<file path="config.mk">
export PLATFORM = sky130hd
export DESIGN_NAME = pifo_cmd_scheduler
export DESIGN_NICKNAME = d
export VERILOG_FILES = /design/src/rtl/pifo_cmd_scheduler.sv
export SDC_FILE = /design/constraint.sdc
export NUM_CORES = 1
export LEC_CHECK = 0
export ABC_AREA = 1
export CAP_MARGIN = 30
export CORE_ASPECT_RATIO = 1.75
export CORE_MARGIN = 2
export CORE_UTILIZATION = 40
export DETAILED_ROUTE_END_ITERATION = 6
export PLACE_DENSITY = 0.7
export SKIP_CTS_REPAIR_TIMING = 1
export SLEW_MARGIN = 15
export SYNTH_ARGS = -nofsm -noshare
export SYNTH_HDL_FRONTEND = slang
export SYNTH_SLANG_ARGS = --single-unit
</file>
<file path="constraint.sdc">
create_clock -name i_clk -period 6 [get_ports i_clk]
set_input_delay 1.5 -clock i_clk [delete_from_list [all_inputs] [get_ports i_clk]]
set_output_delay 1.5 -clock i_clk [all_outputs]
set_load 0.005 [all_outputs]
</file>
<file path="src/rtl/pifo_cmd_scheduler.sv">
// Command ingress for the PIFO I/O port: in-order command queue feeding an issue FSM that
// retries rejected commands after a fixed backoff and drops them after MAX_RETRY failures.
module pifo_cmd_scheduler #(
    parameter int unsigned PTW           = 16,
    parameter int unsigned MTW           = 0,
    parameter int unsigned TREE_NUM      = 4,
    parameter int unsigned TREE_NUM_BITS = $clog2(TREE_NUM),
    parameter int unsigned QDEPTH        = 8,
    parameter int unsigned QAW           = $clog2(QDEPTH),
    parameter int unsigned BACKOFF_CYC   = 4,
    parameter int unsigned MAX_RETRY     = 3,
    parameter int unsigned CNT_W         = 16
) (
    input  logic                     i_clk,
    input  logic                     i_arst_n,
    input  logic                     i_cmd_valid,
    output logic                     o_cmd_ready,
    input  logic [TREE_NUM_BITS-1:0] i_cmd_tree_id,
    input  logic                     i_cmd_is_pop,
    input  logic [MTW+PTW-1:0]       i_cmd_data,
    output logic [TREE_NUM_BITS-1:0] o_tree_id,
    output logic                     o_push,
    output logic [MTW+PTW-1:0]       o_push_data,
    output logic                     o_pop,
    input  logic                     i_task_fail,
    output logic [CNT_W-1:0]         o_issue_cnt,
    output logic [CNT_W-1:0]         o_fail_cnt,
    output logic [CNT_W-1:0]         o_drop_cnt,
    output logic                     o_busy
);
    localparam int unsigned DW = MTW + PTW;
    localparam int unsigned CW = QAW + 1;
    localparam int unsigned RW = $clog2(MAX_RETRY + 1);
    localparam int unsigned BW = $clog2(BACKOFF_CYC + 1);
    localparam logic [CW-1:0] QFull       = CW'(QDEPTH);
    localparam logic [RW-1:0] RetryLast   = RW'(MAX_RETRY - 1);
    localparam logic [BW-1:0] BackoffLoad = BW'(BACKOFF_CYC);

    typedef struct packed {
        logic [TREE_NUM_BITS-1:0] tree_id;
        logic                     is_pop;
        logic [DW-1:0]            data;
    } cmd_t;

    typedef enum logic [1:0] {StIdle, StIssue, StBackoff} state_e;

    cmd_t             mem_q [QDEPTH];
    logic [QAW-1:0]   wr_ptr_q, rd_ptr_q;
    logic [CW-1:0]    count_q, count_d;
    state_e           state_q, state_d;
    logic [RW-1:0]    retry_q, retry_d;
    logic [BW-1:0]    backoff_q, backoff_d;
    logic [CNT_W-1:0] issue_cnt_q, fail_cnt_q, drop_cnt_q;
    logic             enq, deq, issue_inc, fail_inc, drop_inc;
    cmd_t             head;

    // Ready comes only from the registered count, so a same-cycle dequeue never frees a slot.
    assign o_cmd_ready = (count_q != QFull);
    assign enq         = i_cmd_valid && o_cmd_ready;
    assign head        = mem_q[rd_ptr_q];
    assign o_busy      = (count_q != '0) || (state_q != StIdle);
    assign o_issue_cnt = issue_cnt_q;
    assign o_fail_cnt  = fail_cnt_q;
    assign o_drop_cnt  = drop_cnt_q;

    always_comb begin
        count_d = count_q;
        if (enq && !deq) begin
            count_d = count_q + CW'(1);
        end else if (!enq && deq) begin
            count_d = count_q - CW'(1);
        end
    end

    always_ff @(posedge i_clk or negedge i_arst_n) begin
        if (!i_arst_n) begin
            wr_ptr_q <= '0;
            rd_ptr_q <= '0;
            count_q  <= '0;
        end else begin
            if (enq) wr_ptr_q <= wr_ptr_q + QAW'(1);
            if (deq) rd_ptr_q <= rd_ptr_q + QAW'(1);
            count_q <= count_d;
        end
    end

    always_ff @(posedge i_clk) begin
        if (enq) begin
            mem_q[wr_ptr_q] <= cmd_t'{tree_id: i_cmd_tree_id, is_pop: i_cmd_is_pop,
                                      data: i_cmd_data};
        end
    end

    always_ff @(posedge i_clk or negedge i_arst_n) begin
        if (!i_arst_n) begin
            state_q   <= StIdle;
            retry_q   <= '0;
            backoff_q <= '0;
        end else begin
            state_q   <= state_d;
            retry_q   <= retry_d;
            backoff_q <= backoff_d;
        end
    end

    always_comb begin
        state_d   = state_q;
        retry_d   = retry_q;
        backoff_d = backoff_q;
        unique case (state_q)
            StIdle: begin
                if (count_q != '0) state_d = StIssue;
            end
            StIssue: begin
                // Success and final-failure drop both retire the head.
                if (!i_task_fail || retry_q == RetryLast) begin
                    retry_d = '0;
                    state_d = (count_q == CW'(1)) ? StIdle : StIssue;
                end else begin
                    retry_d   = retry_q + RW'(1);
                    backoff_d = BackoffLoad;
                    state_d   = StBackoff;
                end
            end
            StBackoff: begin
                backoff_d = backoff_q - BW'(1);
                if (backoff_q == BW'(1)) state_d = StIssue;
            end
            default: state_d = StIdle;
        endcase
    end

    always_comb begin
        o_tree_id   = '0;
        o_push      = 1'b0;
        o_pop       = 1'b0;
        o_push_data = '0;
        deq         = 1'b0;
        issue_inc   = 1'b0;
        fail_inc    = 1'b0;
        drop_inc    = 1'b0;
        if (state_q == StIssue) begin
            o_tree_id   = head.tree_id;
            o_push      = !head.is_pop;
            o_pop       = head.is_pop;
            o_push_data = head.is_pop ? '0 : head.data;
            if (!i_task_fail) begin
                deq       = 1'b1;
                issue_inc = 1'b1;
            end else begin
                fail_inc = 1'b1;
                if (retry_q == RetryLast) begin
                    drop_inc = 1'b1;
                    deq      = 1'b1;
                end
            end
        end
    end

    // Statistics saturate at all-ones.
    always_ff @(posedge i_clk or negedge i_arst_n) begin
        if (!i_arst_n) begin
            issue_cnt_q <= '0;
            fail_cnt_q  <= '0;
            drop_cnt_q  <= '0;
        end else begin
            if (issue_inc && issue_cnt_q != '1) issue_cnt_q <= issue_cnt_q + CNT_W'(1);
            if (fail_inc && fail_cnt_q != '1) fail_cnt_q <= fail_cnt_q + CNT_W'(1);
            if (drop_inc && drop_cnt_q != '1) drop_cnt_q <= drop_cnt_q + CNT_W'(1);
        end
    end

endmodule

</file>
# Yosys cells after proc, flatten, opt, wreduce, memory -nomap -nowiden
# Memory sizes are Yosys's and may differ from the RTL's.
# Cells that the tools add are included.
# classes
bitwise	0
eq_ne	12
order_cmp	0
multipliers	0
n_reduce_logical	19
addsub	9
n_shift	0
muxes	26
div	0
# ops
cell	n
16-bit by 1-bit adder with 16-bit output (second input constant)	3
16-bit != test (second input constant)	3
16-bit 2-to-1 mux	2
1-bit 2-to-1 mux	14
2-bit 2-to-1 mux	5
4-bit 2-to-1 mux	2
3-bit by 1-bit adder with 3-bit output (second input constant)	2
1-bit logical AND	6
2-bit != test (second input constant)	3
2-bit case mux with 3 select lines	1
3-bit case mux with 2 select lines	1
2-bit nonzero test	3
4-bit by 1-bit adder with 4-bit output (second input constant)	1
2-bit == test (second input constant)	2
4-bit by 1-bit == test with 1-bit output (second input constant)	1
1-bit logical NOT	4
4-bit != test (second input constant)	1
2-bit AND reduction	2
4-bit nonzero test	1
4-bit by 1-bit subtractor with 4-bit output (second input constant)	1
3-bit by 1-bit == test with 1-bit output (second input constant)	1
3-bit 2-to-1 mux	1
3-bit by 1-bit subtractor with 3-bit output (second input constant)	1
2-bit by 1-bit adder with 2-bit output (second input constant)	1
other kinds (3)	4
# word_totals
ram_bits	152
word_cells	76
latchBits	0
rom_bits	0
reg_bits	65
memories	1
# mem_list
memory	words	word_bits	read_ports	rd_ports_with_merged_regs	write_ports	line	source
mem_q	8	19	1	0	1	47	cmd_t mem_q [QDEPTH];

# Logic depth before layout (Yosys ltp)
# Gate-level depths: netlist of the first run.
# logic_depth
word_depth	7
ltp_mapped	12
mapped_depth_nobuf	12

# Worst setup path before layout of the first run
# OpenSTA, ideal clock, no wires.
# synth_timing
path_type	input -> register
start	input i_cmd_valid
end	memory mem_q[0][0] (netlist bit) (enable)
stages	3
t_required_ps	5605
arrival_ps	2709
setup_time_ps	395
setup_slack_ps	2897
cell_sequence	nand2_1 -> or2_2 -> nor2_1
# synth_via
elab_chain_len	3
# synth_rtl
item	line	source
from (decl)	16	input logic i_cmd_valid,
1-bit logical AND	59	assign enq = i_cmd_valid && o_cmd_ready;
1-bit 2-to-1 mux	88	if (enq) begin
1-bit 2-to-1 mux (not written as such)	89	mem_q[wr_ptr_q] <= cmd_t'{tree_id: i_cmd_tree_id, is_pop: i_cmd_is_pop,
to (decl)	47	
# No other way between the ends.

# Worst setup path after layout of the first run
# layout_timing
start	register rd_ptr_q[0]
end	output o_push_data[5]
# layout_via
elab_chain_len	3
# layout_rtl
item	line	source
from (decl)	48	logic [QAW-1:0] wr_ptr_q, rd_ptr_q;
from (signal assigned)	82	if (deq) rd_ptr_q <= rd_ptr_q + QAW'(1);
memory 8 x 19 bit	n/a	
16-bit 2-to-1 mux	146	o_push_data = head.is_pop ? '0 : head.data;
16-bit 2-to-1 mux	142	if (state_q == StIssue) begin
to (decl)	23	output logic [MTW+PTW-1:0] o_push_data,
# No other way between the ends.

==> impl_results.md, run 1 <==
* Final hold vios at 0
* Placed cell area at 11600 um2
* Gr ovfl total at 0
* Least-Margin Pin Slew at 0.917 ns
* Post-synth design cell area at 10300 um2
* Power Density at 417 nW/um2
* Clk_skew at 0.00903 ns
* Most common cell in the synthesized netlist: nand2_1
* Worst r2r src: count_q[0]
* Pins Over Slew Limit at 0
* WL final at 22600 um
* Max Fanout on Critical Path at 53
* Worst-case headroom to the max-slew limit at 38.8%
* Routability congestion estimate from global placement at 0.811
* Endpoint class of the critical path: output port
* Initial drt markers at 465
* Syn nets at 1188
* IO buf count at 92
* Period utilisation layout at 75.5%
* Reg2Reg Depth at 8
* CTS tree: yes
* Die height at 217 um
* Mapped Cells at 1152
* Final min period at 4.53 ns
* DPL Wire Length at 14700 um
* Maxcap violations at 0
* Power share of the combinational group at 34.8%
* Worst reg2reg endpoint: mem_q[1][17]
* Synth async-reset ratio at 30.0%
* FMAX at 221 MHz
* Initial core utilization at 40.8%
* Filler cell count at 2338
* DRC at 0
* Std cell rows at 77
* Int Pwr at 0.00328 W
* Setup Viol. Count Final at 0
* Total GRT Usage at 16.7%
* I/O pins at 93
* Reg power frac at 39.0%
* Peak supply drop at 283 uV
* Share of cells above drive strength 1 at 7.04%
* Antenna Nets Post-Route at 0
* Class of the tightest hold or removal check: reg2reg
* HP Start: retry_q[0]
* First-pass GRT wire length at 36800 um
* Number of global-route vias before repair at 7511
* Cell taking the most area after synthesis: edfxtp_1
* Setup TNS Final at 0 ns
* Via Count at 7617
* Hold Crit Depth at 1
* Switching power at 0.00185 W
* CTS Buf Count at 21
* Post-synthesis sequential area ratio at 59.9%
* Bufs on Longest Clock Path at 3
* Post-Syn Area per Cell at 8.97 um2
* Hold_ws at 0.493 ns
* Status: finished, final reports clean
* Synth top cells by count: nand2_1 (516), edfxtp_1 (152), inv_1 (107)
* Yosys top cell area share at 44.2%
* Die Wd at 125 um
* H-tree levels at 1
* Synth area leaders: edfxtp_1 (44%), nand2_1 (19%), dfrtp_1 (16%), inv_1 (3.9%), nor2_1 (3.3%)
* Worst R2R Setup Slack at 3.54 ns
* Critical path class: reg2out
* Switch share at 36.1%
* P_leak at 5.26 nW
* Area Overhead vs Synth at 19.0%
* Die ar. at 27200 um2
* Nets at 1286
* Clk sinks at 217
* WHS Endpoint: retry_q[0]
* Design area at 12300 um2
* 1st-pass router iterations at 5
* Root Buffer: clkbuf_16
* Post-synth top flop: edfxtp_1
* Startpoint types: register
* WL/cell at 14.3 um
* Placeable core area at 25300 um2
* Clk pwr share at 26.2%
* Clk_lat worst skew at 0.50 ns
* Reg clk slew, reported paths at 0.07 ns
* CP required at 4.50 ns
* Worst EP arrival at 3.03 ns
* Largest net degree at the start of global routing at 79
* Unrepaired setup endpoints after global routing: no
* Synth unique cells at 33
* Post-synth EDFFs at 152
* Initial antenna violation count at 0
* Ys Warns at 0
* Seq cells post-synth at 217
* Vias/cell at 4.82
## critical path: stages (launching register included)
cell             delay, ns
dfrtp_2               0.41
inv_2                 0.66
nand2_1               0.11
nand3_1               0.12
nand3_1               0.08
nand2_1               0.11
nand2_2               0.31
nor2_1                0.20
clkdlybuf4s50_1       0.52
## metal layers
layer | global-route usage, % | share of wire, % | vias to the layer above | routed length (um)
met4 | 5.33 | 2.2 | 0 | 490
li1 | - | - | 3855 | -
met1 | 17.2 | 37 | 3581 | 8400
met2 | 33.6 | 56 | 145 | 12700
met5 | 0 | 0 | - | 0
met3 | 2.62 | 4.5 | 36 | 1020
## cell families (layout without fill, tap and decap cells)
logic type	count (synthesis)	after routing	synth area share (%)
AOI/OAI and AO/OA	49	49	2.63
xor gates and xnor gates	29	29	2.46
adders and majority gates	13	13	1.57
buffers and inverters	146	258	6.18
DFF	217	217	59.9
other	0	1	0
and+or+nand+nor	698	698	27.2
## sequential cells by signal, summed over array words and instances (netlist names)
register and cells:
o_issue_cnt 16, rd_ptr_q 3, wr_ptr_q 3, state_q 2
backoff_q 3, o_drop_cnt 16, o_fail_cnt 16, mem_q 152
count_q 4, retry_q 2
## worst max-delay path by stage
stage,slack (ns),from,cells after the start,to
global route,1.22,rd_ptr_q[0],8,o_push_data[15]
CTS,1.37,rd_ptr_q[0],8,o_push_data[5]
floorplan,2.90,i_cmd_valid,3,mem_q[0][0]
finish,1.47,rd_ptr_q[0],8,o_push_data[5]
global placement,1.99,rd_ptr_q[0],11,o_push_data[10]
detailed placement,1.91,rd_ptr_q[0],8,o_push_data[5]
## power groups by stage
stage / Clock, W / Sequential [W] / Combinational [W]
after floorplan: 0 / 0.00201 / 0.00123
after global placement: 0 / 0.00202 / 0.00177
after detailed placement: 0 / 0.00203 / 0.00181
after CTS: 0.00137 / 0.00200 / 0.00182
after global routing: 0.00143 / 0.00203 / 0.00205
final: 0.00134 / 0.00200 / 0.00178
## placed cells by master (no fill, tap or decap), types with 5 or more instances in the layout
cell type | Yosys | layout
o21ai_1 | 10 | 10
ha_1 | 13 | 13
clkdlybuf4s50_1 | 0 | 91
nor2_2 | 9 | 17
buf_4 | 9 | 15
nor2_1 | 92 | 84
dfrtp_1 | 65 | 64
nand3_1 | 51 | 51
nand2_1 | 516 | 516
nand4_1 | 16 | 16
inv_1 | 107 | 107
o21ai_0 | 27 | 27
clkbuf_16 | 0 | 21
edfxtp_1 | 152 | 152
nand2_2 | 7 | 7
xnor2_1 | 16 | 16
clkinvlp_4 | 0 | 5
xor2_1 | 13 | 13
## through the flow
step                util [%]  worst slack (ns)  cells  power (W)
floorplan                  -              2.90   1152    0.00324
global placement        45.6              1.99   1542    0.00380
detailed placement      45.6              1.91   1542    0.00384
CTS                     48.4              1.37   1579    0.00519
global route            48.5              1.22   1580    0.00551
finish                  48.5              1.47   1581    0.00513
## cell type report
type | instances | area (um2) | area share, %
timing repair buffer | 108 | 1050 | 8.53
clock buffer | 22 | 529 | 4.31
tap | 316 | 395 | 3.22
clock inverter | 15 | 176 | 1.44
multi-input combinational | 789 | 3520 | 28.6
inverter | 113 | 424 | 3.45
antenna | 1 | 2.50 | 0.0204
sequential | 217 | 6190 | 50.4
No activity file was read; power rests on OpenSTA's default activity.
==> inputs of run 2 (changes only) <==
PLACE_DENSITY = 0.72   (was 0.7)
clock period = 3.6 ns   (was 6 ns; I/O delays follow)
==> run 2 against run 1 <==
Against the previous run: via count up 1.5%; non-clock buffer count up 5; worst setup slack worse by 1.2 ns; sequential power up 69%; critical path type unchanged; clock power up 81%; largest power group unchanged; clock skew down 0.0017 ns; clock-buffer cell count up 1; final area up 1.4%; core utilization up 0.67 points; largest cell class unchanged.
==> impl_results.md, run 2 (synthesis results as in run 1) <==
* Filler cell count at 2331 (-0.30%)
* Via Count at 7733 (+1.5%)
* Area Overhead vs Synth at 20.6%
* Pins Over Slew Limit at 0 (unchanged)
* Die Wd at 125 um (unchanged)
* Reg clk slew, reported paths at 0.07 ns (about the same)
* Reg2Reg Depth at 7 (-1)
* ANT cells at 0 (-1)
* CTS tree: yes
* Worst reg2reg endpoint: mem_q[6][7]
* CP required at 2.70 ns (-1.80 ns)
* Bufs on Longest Clock Path at 3 (unchanged)
* P_leak at 5.34 nW (+1.5%)
* 1st-pass router iterations at 4 (-1)
* Power Density at 716 nW/um2 (+72%)
* Max Fanout on Critical Path at 39 (-26%)
* H-tree levels at 1 (unchanged)
* GR Util met3 at 2.62% (unchanged)
* Placed cell area at 11700 um2 (+0.87%)
* Met2 Use GR at 33.4% (-0.20 points)
* Power share of the combinational group at 34.9% (about the same)
* Largest Register: mem_q
* Root Buffer: clkbuf_16
* Largest net degree at the start of global routing at 79 (unchanged)
* DPL Wire Length at 15200 um (+3.1%)
* Clk pwr share at 27.3% (+1.1 points)
* Gr busiest metal: met2
* I/O pins at 93 (unchanged)
* Nets at 1290 (+0.31%)
* Gr ovfl total at 0 (unchanged)
* First-pass GRT wire length at 37700 um (+2.4%)
* Final min period at 3.37 ns
* Number of global-route vias before repair at 7542 (+0.41%)
* Routability congestion estimate from global placement at 0.798 (-1.6%)
* Peak supply drop at 482 uV (+70%)
* Commonest non-fill, non-tap cell in the layout: nand2_1
* Share of cells above drive strength 1 at 7.18% (+0.14 points)
* FMAX at 296 MHz
* Clk_lat worst skew at 0.49 ns (about the same)
* Vias/cell at 4.88 (+1.3%)
* Worst R2R Setup Slack at 1.29 ns (-2.25 ns)
* Endpoint class of the critical path: output port
* Die height at 217 um (unchanged)
* Period utilisation layout at 93.7%
* Largest register FFs at 152 (unchanged)
* Met1 usage at 18.6% (+1.4 points)
* Int Pwr at 0.00578 W (+76%)
* Switching power at 0.00314 W (+70%)
* Least-Margin Pin Slew at 0.818 ns (-0.0991 ns)
* Final hold vios at 0 (unchanged)
* Status: finished, final reports clean
* Clk sinks at 217 (unchanged)
* Switch share at 35.2% (-0.83 points)
* Initial antenna violation count at 0 (unchanged)
* Placeable core area at 25300 um2 (unchanged)
* Reg power frac at 37.8% (-1.2 points)
* Initial drt markers at 462 (-0.65%)
* Setup TNS Final at 0 ns (unchanged)
* Startpoint types: register
* Maxcap violations at 0 (unchanged)
* Std cell rows at 77 (unchanged)
* Critical path class: reg2out
* Initial core utilization at 40.8% (unchanged)
* Worst r2r src: count_q[0]
* Die ar. at 27200 um2 (unchanged)
* Clk_skew at 0.00729 ns (-0.00174 ns)
* WL/cell at 15.0 um (+4.9%)
* Antenna Nets Post-Route at 0 (unchanged)
* Unrepaired setup endpoints after global routing: no
* Setup Viol. Count Final at 0 (unchanged)
* IO buf count at 92 (unchanged)
* Worst-case headroom to the max-slew limit at 45.1% (+6.3 points)
* DRC at 0 (unchanged)
* Most frequent cells in the layout: nand2_1 (516), edfxtp_1 (152), inv_1 (107)
* Class of the tightest hold or removal check: in2async
* Worst EP arrival at 2.47 ns (-0.56 ns)
* WL final at 23700 um (+5.1%)
* CTS Buf Count at 20 (-4.8%)
* Total GRT Usage at 17.1% (+0.36 points)
* Design area at 12500 um2 (+1.4%)
## run 2: power by group through the flow
stage	clock, W	combinational [W]	sequential [W]
floorplan	0	0.00205	0.00336
global placement	0	0.00302	0.00340
detailed placement	0	0.00308	0.00341
CTS	0.00249	0.00310	0.00337
global route	0.00259	0.00354	0.00342
finish	0.00243	0.00311	0.00337
## run 2: layout make-up
type / count / area [um2] / share of cell area [%]
clock buffers: 23 / 533 / 4.28
clock inverters: 13 / 223 / 1.79
inverters: 113 / 427 / 3.42
multi-input cells: 789 / 3520 / 28.3
flip-flops and latches: 217 / 6190 / 49.7
well taps: 316 / 395 / 3.17
repair buffers: 113 / 1170 / 9.38
## run 2: critical path: stages (launching register included)
cell and delay, ns:
dfrtp_2 0.47, buf_16 0.21, nor2_1 0.12, nor2_1 0.04, o21ai_1 0.08, nand3_1 0.08
nand2_1 0.12, nand2_2 0.07, buf_6 0.18, nor2_1 0.10, clkdlybuf4s50_1 0.50
## run 2: how the worst max path moves through the flow
stage	start	to	slack, ns	cells after the start
floorplan	i_cmd_valid	mem_q[0][0]	1.10	3
global placement	rd_ptr_q[0]	o_push_data[10]	0.63	11
detailed placement	i_task_fail	count_q[2]	0.55	8
CTS	rd_ptr_q[0]	o_push_data[12]	0.05	11
global route	rd_ptr_q[0]	o_push_data[15]	0.02	10
finish	rd_ptr_q[0]	o_push_data[5]	0.23	10
## run 2: per-stage QoR
stage | util, % | power [W] | cells | worst slack, ns | hold WS [ns]
2_1_floorplan | - | 0.00540 | 1152 | 1.10 | 0.453
3_3_place_gp | 46.0 | 0.00641 | 1547 | 0.631 | 0.469
3_5_place_dp | 46.0 | 0.00650 | 1547 | 0.550 | 0.479
4_1_cts | 49.0 | 0.00896 | 1583 | 0.0500 | 0.344
5_1_grt | 49.2 | 0.00955 | 1584 | 0.0182 | 0.365
6_report | 49.2 | 0.00892 | 1584 | 0.225 | 0.344
## run 2: layer usage
metal,vias to the layer above,share of wire [%]
met5,-,0
met1,3675,38
met2,170,55
met3,29,4.6
met4,0,2.1
li1,3859,-
==> inputs of run 3 (changes only) <==
CTS_BUF_LIST = sky130_fd_sc_hd__clkbuf_4 sky130_fd_sc_hd__clkbuf_8   (was unset)
==> run 3 against run 2 <==
Against the previous run: die area did not move; sequential share of layout area barely moved; worst setup slack got worse by 0.091 ns; critical path depth fell by 3; clock-buffer cell count rose by 14; clock power fell by 8.6%; first-iteration DRC count fell by 15%; sequential cell count did not move; critical endpoint is now o_tree_id[1].
==> impl_results.md, run 3 (synthesis results as in run 1) <==
* Status: finished, final reports clean
* Placeable core area at 25300 um2 (unchanged)
* Met3 WL at 1230 um (+13%)
* Met1 WL at 9020 um (+0.54%)
* Switch share at 36.5% (+1.3 points)
* FMAX at 289 MHz (-2.6%)
* Initial core utilization at 40.8% (unchanged)
* Antenna Nets Post-Route at 0 (unchanged)
* CTS tree: yes
* 1st-pass router iterations at 5 (+1)
* DRC at 0 (unchanged)
* WL final at 23900 um (+0.94%)
* Family with the most delay on the worst path: buffers and inverters
* I/O pins at 93 (unchanged)
* Initial drt markers at 392 (-15%)
* Switching power at 0.00321 W (+2.0%)
* First-pass GRT wire length at 37500 um (-0.38%)
* Nets at 1304 (+1.1%)
* Die Wd at 125 um (unchanged)
* DPL Wire Length at 15200 um (unchanged)
* Met2 WL at 13100 um (-0.80%)
* Reg power frac at 38.4% (+0.6 points)
* FF/Latch Area at 6190 um2 (unchanged)
* WP buf/inv at 3 (unchanged)
* Final hold vios at 0 (unchanged)
* Critical path class: reg2out
* Most frequent cells in the layout: nand2_1 (515), edfxtp_1 (152), inv_1 (107)
* Bufs on Longest Clock Path at 3 (unchanged)
* WL/cell at 14.9 um (-0.57%)
* Clk_skew at 0.0107 ns (+0.00338 ns)
* Endpoint class of the critical path: output port
* Die height at 217 um (unchanged)
* Max Fanout on Critical Path at 39 (unchanged)
* Total GRT Usage at 17.1% (about the same)
* CP required at 2.70 ns (about the same)
* Int Pwr at 0.00558 W (-3.4%)
* Number of global-route vias before repair at 7598 (+0.74%)
* Final min period at 3.47 ns (+0.0914 ns)
* Area Overhead vs Synth at 20.7% (about the same)
* Post-layout util at 49.2% (about the same)
* Filler cell count at 2355 (+1.0%)
* Largest Register: mem_q
* IO buf count at 92 (unchanged)
* Initial antenna violation count at 0 (unchanged)
* Vias/cell at 4.87 (-0.26%)
* Die ar. at 27200 um2 (unchanged)
* Share of cells above drive strength 1 at 8.82% (+1.6 points)
* Clk sinks at 217 (unchanged)
* Commonest non-fill, non-tap cell in the layout: nand2_1
* Worst-case headroom to the max-slew limit at 46.1% (+0.99 points)
* P_leak at 5.36 nW (+0.45%)
* Power Density at 705 nW/um2 (-1.5%)
* Clk_lat worst skew at 0.56 ns (+0.07 ns)
* Crit-path max cell delay at 0.54 ns (+0.04 ns)
* Routability congestion estimate from global placement at 0.798 (unchanged)
* CTS Buf Count at 31 (+55%)
* Max layer used: met4
* Period utilisation layout at 96.3% (+2.5 points)
* Std cell rows at 77 (unchanged)
* Pins Over Slew Limit at 0 (unchanged)
* Worst-path cell chain: buf_4 > clkbuf_16 > o21ai_0 > o211ai_1 > nand2_1 > nor2_1 > clkdlybuf4s50_1
* Slowest-stage cell, CP: clkdlybuf4s50_1
* Unrepaired setup endpoints after global routing: no
* Root Buffer: clkbuf_8
* Least-Margin Pin Slew at 0.803 ns (-0.0148 ns)
* Largest register FFs at 152 (unchanged)
* Maxcap violations at 0 (unchanged)
* Hold_ws at 0.278 ns (-0.0654 ns)
* Via Count at 7830 (+1.3%)
* Reg clk slew, reported paths at 0.07 ns (about the same)
* Power share of the combinational group at 36.3% (+1.4 points)
* ANT cells at 0 (unchanged)
* Gr ovfl total at 0 (unchanged)
* H-tree levels at 1 (unchanged)
* Clk pwr share at 25.3% (-2.0 points)
* Worst EP arrival at 2.57 ns (+0.10 ns)
* Class of the tightest hold or removal check: in2async
* Peak supply drop at 392 uV (-19%)
* Setup Viol. Count Final at 0 (unchanged)
* Startpoint types: register
* Largest net degree at the start of global routing at 79 (unchanged)
* Area occupied by multi-input gates at 3520 um2 (about the same)
[run 3: area by class of cell]
cell class              count  area share [%]
clock buffers              37            3.89
clock inverters            20            1.85
inverters                 113            3.44
multi-input cells         789            28.3
flip-flops and latches    217            49.7
well taps                 316            3.17
repair buffers            116            9.70
[run 3: power by group through the flow]
stage,registers [W],logic [W],clock network (W)
floorplan,0.00336,0.00205,0
global placement,0.00340,0.00302,0
detailed placement,0.00341,0.00308,0
CTS,0.00336,0.00310,0.00228
global route,0.00342,0.00361,0.00238
finish,0.00337,0.00319,0.00222
[run 3: through the flow]
stage,total power [W],area (um2),TNS [ns],worst slack [ns],std cells
6_report,0.00879,12500,0,0.134,1608
5_1_grt,0.00941,12500,0,0.00618,1608
4_1_cts,0.00874,12400,-0.0186,-0.0186,1604
3_5_place_dp,0.00650,11700,0,0.550,1547
3_3_place_gp,0.00641,11700,0,0.631,1547
2_1_floorplan,0.00540,10300,0,1.10,1152
[run 3: routing by layer]
| layer | GRT usage (%) | up-vias |
|---|---|---|
| met4 | 6.07 | 0 |
| li1 | - | 3898 |
| met2 | 33.2 | 183 |
| met3 | 3.06 | 43 |
| met1 | 18.2 | 3706 |
| met5 | 0 | - |
[run 3: final timing paths]
kind	from	to	slack [ns]	cells after the start
min in group i_clk	retry_q[0]	retry_q[0]	0.49	1
min reg2reg	retry_q[0]	retry_q[0]	0.49	1
max	rd_ptr_q[0]	o_tree_id[1]	0.13	7
max reg2reg	count_q[0]	mem_q[6][1]	1.33	7
max in group asynchronous	i_arst_n	o_fail_cnt[9]	2.58	2
min	i_arst_n	o_issue_cnt[7]	0.28	1
[run 3: worst reg2reg max path, stage by stage, from the launching register on]
cell	delay (ns)
dfrtp_1	0.45
inv_1	0.11
ha_1	0.23
nand3_1	0.11
nand2_1	0.12
or2_2	0.36
nor2_2	0.37
buf_12	0.23
